[src/rtl/toggle_dec_pkg.sv]
`default_nettype none
// ============================================================================
//  Module   : toggle_dec_pkg
//  Purpose  : Shared FSM state encoding and default parameter values for
//             toggle_event_decoder and its synchronizer sub-module.
//  Revision : 1.0  initial release
// ============================================================================
package toggle_dec_pkg;

  localparam int unsigned DEF_SYNC_STAGES = 2;
  localparam int unsigned DEF_CNT_W       = 8;
  localparam int unsigned DEF_FILTER_LEN  = 3;

  // Fixed encodings kept as plain constants so legacy code can compare bits
  localparam logic [0:0] ST_INIT = 1'b0;
  localparam logic [0:0] ST_RUN  = 1'b1;

  typedef enum logic [0:0] {
    INIT = ST_INIT,
    RUN  = ST_RUN
  } state_e;

endpackage : toggle_dec_pkg
`default_nettype wire

[src/rtl/toggle_sync_chain.sv]
`default_nettype none
// ============================================================================
//  Module   : toggle_sync_chain
//  Purpose  : STAGES-deep flop chain bringing an asynchronous level into the
//             clk domain. Asynchronous active-low reset clears every stage.
//  Revision : 1.0  initial release
// ============================================================================
module toggle_sync_chain #(
  parameter int unsigned STAGES = 2
) (
  input  logic clk,
  input  logic rst_ni,
  input  logic d_i,
  output logic q_o
);

  logic [STAGES-1:0] sync_q;

  // Shift the raw input through the chain, oldest sample at the MSB
  always_ff @(posedge clk or negedge rst_ni) begin
    if (!rst_ni) begin
      sync_q <= '0;
    end else begin
      sync_q <= {sync_q[STAGES-2:0], d_i};
    end
  end

  assign q_o = sync_q[STAGES-1];

endmodule : toggle_sync_chain
`default_nettype wire

[src/rtl/toggle_event_decoder.sv]
`default_nettype none
// ============================================================================
//  Module   : toggle_event_decoder
//  Purpose  : Receive side of toggle signalling. Synchronizes the toggle line,
//             turns each accepted level change into a one-cycle pulse, counts
//             events and keeps a pending/ack handshake with overflow flag.
//  Config   : TOGGLE_DEC_FILTER_EN - when defined, a level change must be seen
//             for FILTER_LEN consecutive cycles before it is accepted.
//  Revision : 1.0  initial release
// ============================================================================
module toggle_event_decoder
  import toggle_dec_pkg::*;
#(
  parameter int unsigned SYNC_STAGES = DEF_SYNC_STAGES,
  parameter int unsigned CNT_W       = DEF_CNT_W,
  parameter int unsigned FILTER_LEN  = DEF_FILTER_LEN
) (
  input  logic             clk,
  input  logic             asyncResetN,
  input  logic             toggleIn,
  input  logic             ack,
  input  logic             clear,
  output logic             level,
  output logic             pulse,
  output logic             pending,
  output logic             overflow,
  output logic [CNT_W-1:0] eventCount
);

  if ((SYNC_STAGES < 2) || (SYNC_STAGES > 4) ||
      (FILTER_LEN < 1) || (FILTER_LEN > 15)) begin : g_param_check
    $error("toggle_event_decoder: SYNC_STAGES or FILTER_LEN out of range");
  end

  // INIT spans SYNC_STAGES+1 edges: SYNC_STAGES to flush the chain, plus one
  // more so level is loaded from the first real sample. Leaving earlier would
  // compare against the chain's reset zeros and fake an event when the line
  // idles high.
  localparam logic [2:0] INIT_LAST = 3'(SYNC_STAGES);

  logic             w_sync;
  logic             w_diff;
  logic             w_flip;
  state_e           state_q, state_d;
  logic [2:0]       init_q, init_d;
  logic             level_q, level_d;
  logic             pulse_q, pulse_d;
  logic             pend_q, pend_d;
  logic             ovf_q, ovf_d;
  logic [CNT_W-1:0] cnt_q, cnt_d;

  toggle_sync_chain #(
    .STAGES (SYNC_STAGES)
  ) u_sync (
    .clk    (clk),
    .rst_ni (asyncResetN),
    .d_i    (toggleIn),
    .q_o    (w_sync)
  );

  assign w_diff = (w_sync != level_q);

`ifdef TOGGLE_DEC_FILTER_EN
  localparam logic [3:0] FILT_LAST = 4'(FILTER_LEN - 1);

  logic [3:0] filt_q, filt_d;

  // Accept a change only after FILTER_LEN consecutive mismatching samples
  always_comb begin
    filt_d = '0;
    w_flip = 1'b0;
    if ((state_q == RUN) && w_diff) begin
      if (filt_q == FILT_LAST) begin
        w_flip = 1'b1;
      end else begin
        filt_d = filt_q + 4'd1;
      end
    end
  end

  // Filter run-length register
  always_ff @(posedge clk or negedge asyncResetN) begin
    if (!asyncResetN) begin
      filt_q <= '0;
    end else begin
      filt_q <= filt_d;
    end
  end
`else
  // Without the filter every mismatch in RUN is an event
  always_comb begin
    w_flip = (state_q == RUN) && w_diff;
  end
`endif

  // FSM, accepted level and pulse strobe
  always_comb begin
    state_d = state_q;
    init_d  = init_q;
    level_d = level_q;
    pulse_d = 1'b0;
    case (state_q)
      INIT: begin
        level_d = w_sync;
        if (init_q == INIT_LAST) begin
          state_d = RUN;
        end else begin
          init_d = init_q + 3'd1;
        end
      end
      RUN: begin
        if (w_flip) begin
          level_d = ~level_q;
        end
        pulse_d = w_flip;
      end
      default: state_d = INIT;
    endcase
  end

  // Event counter and pending/overflow handshake; clear overrides events
  always_comb begin
    cnt_d  = cnt_q;
    pend_d = pend_q;
    ovf_d  = ovf_q;
    if (clear) begin
      cnt_d  = '0;
      pend_d = 1'b0;
      ovf_d  = 1'b0;
    end else if (w_flip) begin
      cnt_d  = cnt_q + CNT_W'(1);
      pend_d = 1'b1;
      if (pend_q && !ack) begin
        ovf_d = 1'b1;
      end
    end else if (ack && pend_q) begin
      pend_d = 1'b0;
    end
  end

  // State registers
  always_ff @(posedge clk or negedge asyncResetN) begin
    if (!asyncResetN) begin
      state_q <= INIT;
      init_q  <= '0;
      level_q <= 1'b0;
      pulse_q <= 1'b0;
      pend_q  <= 1'b0;
      ovf_q   <= 1'b0;
      cnt_q   <= '0;
    end else begin
      state_q <= state_d;
      init_q  <= init_d;
      level_q <= level_d;
      pulse_q <= pulse_d;
      pend_q  <= pend_d;
      ovf_q   <= ovf_d;
      cnt_q   <= cnt_d;
    end
  end

  assign level      = level_q;
  assign pulse      = pulse_q;
  assign pending    = pend_q;
  assign overflow   = ovf_q;
  assign eventCount = cnt_q;

endmodule : toggle_event_decoder
`default_nettype wire
[config.mk]
export PLATFORM = sky130hd
export DESIGN_NAME = toggle_event_decoder
export DESIGN_NICKNAME = d
export VERILOG_FILES = /design/src/rtl/toggle_dec_pkg.sv /design/src/rtl/toggle_sync_chain.sv /design/src/rtl/toggle_event_decoder.sv
export SDC_FILE = /design/constraint.sdc
export NUM_CORES = 1
export LEC_CHECK = 0
export CAP_MARGIN = 10
export CORE_UTILIZATION = 48
export DETAILED_ROUTE_END_ITERATION = 7
export PLACE_DENSITY = 0.74
export REMOVE_ABC_BUFFERS = 1
export SLEW_MARGIN = 20
export SYNTH_ARGS = -nofsm -noshare
export SYNTH_HDL_FRONTEND = slang
export SYNTH_HIERARCHICAL = 1
export SYNTH_SLANG_ARGS = --single-unit
export TNS_END_PERCENT = 1
[constraint.sdc]
create_clock -name clk -period 1.5 [get_ports clk]
set_input_delay 0.15 -clock clk [delete_from_list [all_inputs] [get_ports clk]]
set_output_delay 0.15 -clock clk [all_outputs]
set_load 0.02 [all_outputs]
**Yosys cells after proc, flatten, opt, wreduce, memory -nomap -nowiden**

Index checks and enable logic that the tools add are counted.

- Word-level logic and storage cells: 38
- Memories kept: 0
- Bits in latches: 0
- Output and inout port bits: 12
- Bits in read-only memories: 0
- Register bits: 18
- Bits in writable memories: 0
- Bits of input ports: 5

- Bitwise operators: 3
- Divide/modulo/power cells: 0
- Eq/ne operators: 3
- Reductions and logical operators: 9
- $lt $le $gt $ge: 0
- Shifts and indexed selects: 0
- Add/sub/neg operators: 2
- Mux-type cells: 13
- Multiply operators: 0

Operator list:

| operator | count |
|---|---|
| 8-bit 2-to-1 mux | 2 |
| 1-bit 2-to-1 mux | 10 |
| 8-bit by 1-bit adder with 8-bit output, second input constant | 1 |
| 2-bit AND reduction | 2 |
| 2-bit nonzero test | 2 |
| 3-bit by 1-bit adder with 3-bit output, second input constant | 1 |
| 3-bit by 2-bit == test with 1-bit output, second input constant | 1 |
| 1-bit logical AND | 3 |
| 1-bit NOT | 3 |
| 3-bit nonzero test | 1 |
| 2-bit inequality test, second input constant | 1 |
| 1-bit case mux with 2 select lines | 1 |
| 1-bit logical NOT | 1 |
| 1-bit inequality test | 1 |

**Depth between registers and ports, before layout**

- Depth after elaboration: 5
- Mapped depth: 4
- Depth with buffers taken out: 4

**By module**

Netlist, hierarchy kept.

Modules (own cells, without submodules):

| module | instances | area each (sq um) | seq. area each (sq um) | cells each |
|---|---|---|---|---|
| toggle_event_decoder | 1 | 745.7 | 400.4 | 71 |
| toggle_sync_chain | 1 | 50.0 | 50.0 | 2 |

**Worst setup path before layout**

No wires, ideal clock.

- Path type: reg2reg
- From: register cnt_q[0] (netlist: eventCount[0])
- To: register cnt_q[6] (netlist: eventCount[6])
- Period minus slack after synthesis: 1.430 ns
- Setup slack: 0.070 ns
- Library setup time: 0.078 ns
- Required time: 1.422 ns
- Stages on the path, launching flop included: 5
- Arrival time: 1.352 ns
- Path buffers: 0
- Cells stage by stage: dfrtp_1 > ha_1 > nand2_1 > or4_1 > a21oi_1

- Word-level cells in the longest chain between the ends: 3

RTL lines:

| what | line | RTL |
|---|---|---|
| start: declaration | toggle_event_decoder.sv:50 | `logic [CNT_W-1:0] cnt_q, cnt_d;` |
| start signal: assignment | toggle_event_decoder.sv:158 | `cnt_q <= cnt_d;` |
| 8-bit by 1-bit adder with 8-bit output | toggle_event_decoder.sv:131 | `cnt_d = cnt_q + CNT_W'(1);` |
| 8-bit 2-to-1 mux | toggle_event_decoder.sv:130 | `end else if (w_flip) begin` |
| 8-bit 2-to-1 mux | toggle_event_decoder.sv:126 | `if (clear) begin` |

No other way between the ends. The select of a mux whose other input is x is not followed.
A chain may end at the register's enable or synchronous reset.

**Worst setup path after layout**

- From: register u_sync.sync_q[1]
- To: register cnt_q[6] (netlist: eventCount[6])

- Word-level cells in the longest chain between the ends: 3

RTL lines:

| what | line | RTL |
|---|---|---|
| start: declaration | toggle_sync_chain.sv:17 | `logic [STAGES-1:0] sync_q;` |
| start signal: assignment | toggle_sync_chain.sv:24 | `sync_q <= {sync_q[STAGES-2:0], d_i};` |
| 1-bit inequality test | toggle_event_decoder.sv:61 | `assign w_diff = (w_sync != level_q);` |
| 1-bit logical AND | toggle_event_decoder.sv:92 | `w_flip = (state_q == RUN) && w_diff;` |
| 2-bit nonzero test (no source line) | n/a |  |

No other way between the ends.

==> metrics.md <==
| Metric | Value |
|---|---|
| Power Dens Cells | `885.3 mW/mm^2` |
| Io pins | `17` |
| Seq/Total Area, Yosys | `0.5660` |
| Final Max Tran Viols | `0` |
| Drt pass-1 iters | `4` |
| Setup tns final | `0 ns` |
| Row cnt | `14` |
| CTS clock-pin slew for the worst setup and hold paths | `around 0.10 ns` |
| Post-Route WL | `1475 um` |
| Syn Area/Cell | `around 11 um^2` |
| Layout cells sized above 1 | `0.1368` |
| Setup Buffers After CTS | `0` |
| Flops & latches, synth | `18` |
| Largest family of logic cells by synthesized area | `compound AO/OA/AOI/OAI gates` |
| WP data required | `roughly 1.7 ns` |
| Overall power | `just over 0.9 mW` |
| Wire per inst | `between 10 and 15 um` |
| Synth Warn # | `6` |
| Fin crit period | `1.468 ns` |
| CP max-delay cell | `or4_1` |
| RD Place Congestion | `between 0.7 and 0.8` |
| N_diodes | `0` |
| CP Capture Type | `flip-flop` |
| Slowest Stage Delay on Critical Path | `0.50 ns` |
| CTS Buffer Depth | `2` |
| H-tree Lvls | `1` |
| Synth-to-layout area growth | `30.50%` |
| Netlist cell types | `21` |
| Synth Area in Simple Gates | `0.1321` |
| Setup WS pre-CTS | `0.03869 ns` |
| Vias per cell | `around 5.6` |
| Worst path top cell family by delay | `simple AND/OR/NAND/NOR gates` |
| GRT Residual Overflow | `0` |
| Antenna-violating nets left | `0` |
| Clock Sinks | `18` |
| Remaining DRCs | `0` |
| Buffers & Inverters on Critical Path | `1` |
| Cts bufs inserted | `3` |
| Final setup vio count | `0` |
| Commonest non-fill, non-tap cell in the layout | `dfrtp_1` |
| Largest net degree at the start of global routing | `19` |
| Fin nets | `104` |
| First-pass GRT wire length | `2442 um` |
| Initial Util | `0.5222` |
| Mapped Cells | `73` |
| Core Region | `0.001524 mm^2` |
| Worst-margin pin slew | `0.3096 ns` |
| Vias | `622` |
| Layout Skew | `0.003191 ns` |
| Critical Path Fanout Max | `16` |
| Maximum vdd ir drop | `0.5616 mV` |
| Commonest cells after routing, fill and taps aside | `dfrtp_1 (18), a21oi_1 (9), clkdlybuf4s50_1 (9)` |
| Die Height | `~43 um` |
| Mux share of post-synthesis cell area | `0.01258` |
| Max Freq | `a little under 0.7 GHz` |
| CP Class | `reg2reg` |
| Critical path arrival | `1.68 ns` |
| XOR/XNOR share of the synthesized area | `0.04403` |
| Min-Delay Path Class | `in2async` |
| Max-cap violation count | `0` |
| Pleak | `between 0.4 and 0.5 nW` |
| Tot GR Track Use | `0.1785` |
| Syn Std Cell Area | `795.8 um^2` |
| Startpoint types | `flip-flop` |
| Latest clock arrival within the worst-skew pair | `0.28 ns` |
| Die Wd | `~43 um` |
| Hpwl dp | `around 1100 um` |
| # hold bufs at CTS | `0` |
| Initial DRC count | `5` |
| Number of global-route vias before repair | `594` |
| Final Core Density | `0.6814` |
| Top cell type's share of synthesized area | `0.5660` |
| Synth Area in Compound Gates | `0.1478` |
| Post-Synth Adder-Cell Area | `0.04717` |
| Dominant cell type by area after synthesis | `dfrtp_1` |
| Post-route clock period utilization | `0.9784` |
| CTS tree | `yes` |
| CTS root buffer | `clkbuf_4` |
| Initial antenna violation count | `0` |
| Crit-path cells | `xnor2_1 > buf_4 > or4_1 > a21oi_1` |
| Outcome | `finished clean` |
| Fillers | `117` |
| Final Hold Vio Count | `0` |
| Setup ws final | `between 0.03 and 0.04 ns` |
| PortBufs | `16` |
| Die area | `0.001825 mm^2` |
| Setup slack, reg-to-reg | `0.03 ns` |
| Slew margin rel. | `0.7936` |
| Ranking of synthesized cells by area | `dfrtp_1 (57%), a21oi_1 (6.3%), ha_1 (4.7%)` |
[kinds of logic after synthesis]
kind of cell / count (synthesis)
flip-flops: 18
AO/OA/AOI/OAI: 20
multiplexers: 1
XOR/XNOR: 4
adder cells (fa/ha/maj): 3
buffers and inverters: 10
AND/OR/NAND/NOR: 17
[routing by layer]
layer | share of wire | GRT usage | vias to the layer above
met2 | 0.50 | 0.3242 | 18
met4 | 0.0054 | 0.05625 | 0
met1 | 0.45 | 0.2147 | 299
met3 | 0.042 | 0.02553 | 2
met5 | 0 | 0 | -
li1 | - | - | 303
[worst reg2reg max path, stage by stage, from the launching register on]
cell,delay [ns]
dfrtp_1,0.42
xnor2_1,0.14
buf_4,0.18
or4_1,0.50
a21oi_1,0.15
[repair_timing]
item / in CTS / in global routing
gates resized for setup: 6 / 3
endpoints found under the setup margin: 6 / 5
pin swaps: 0 / 4
[flip-flops by register name, summed over array words and instances, names as in the netlist]
| signal | count |
|---|---|
| state_q | 1 |
| init_q | 3 |
| eventCount | 8 |
| pending | 1 |
| u_sync/sync_q | 2 |
| level | 1 |
| pulse | 1 |
| overflow | 1 |
[final timing paths]
kind                                   from  depth (start not counted)          endpoint
max                        u_sync/sync_q[1]                          4     eventCount[6]
min                             asyncResetN                          2     eventCount[5]
max reg2reg                u_sync/sync_q[1]                          4     eventCount[6]
min reg2reg                u_sync/sync_q[0]                          0  u_sync/sync_q[1]
max in group asynchronous       asyncResetN                          2          overflow
min in group clk                   toggleIn                          1  u_sync/sync_q[0]
[final cells by class]
class                      count  area, um^2  share of cell area
tap                           16       20.02             0.01928
inverter                       7       26.28             0.02530
sequential                    18       450.4              0.4337
timing repair buffer          21       192.7              0.1855
multi-input combinational     45       312.8              0.3012
clock buffer                   4       36.28             0.03494
[cell usage after synthesis]
master and instances:
nand4_1 2, clkbuf_1 1, nor3_1 1, nand4_2 1, or3_1 3, o31ai_1 4, nand2_1 4, xor2_1 1
a21oi_1 10, nand3_1 1, inv_1 7, dfrtp_1 18, mux2i_1 1, buf_2 2, o21ba_2 1, nand2b_1 1
a211oi_1 1, xnor2_1 3, ha_1 3, o21ai_0 4, or4_1 4
[report_power, final]
group	switching, mW	total (mW)	internal [mW]
clock network	0.144	0.292	0.148
logic	0.0622	0.113	0.0505
registers	0.0137	0.515	0.501
total	0.220	0.919	0.699
[through the flow]
stage	hold WS [ns]	cells	instance area, um^2
after floorplan	-0.1456	70	782.0
after global placement	0.3372	107	999.7
after detailed placement	0.3524	107	999.7
after CTS	0.1849	111	1028
after global routing	0.1940	111	1039
final	0.1839	111	1039
No activity file was read; power rests on OpenSTA's default activity.
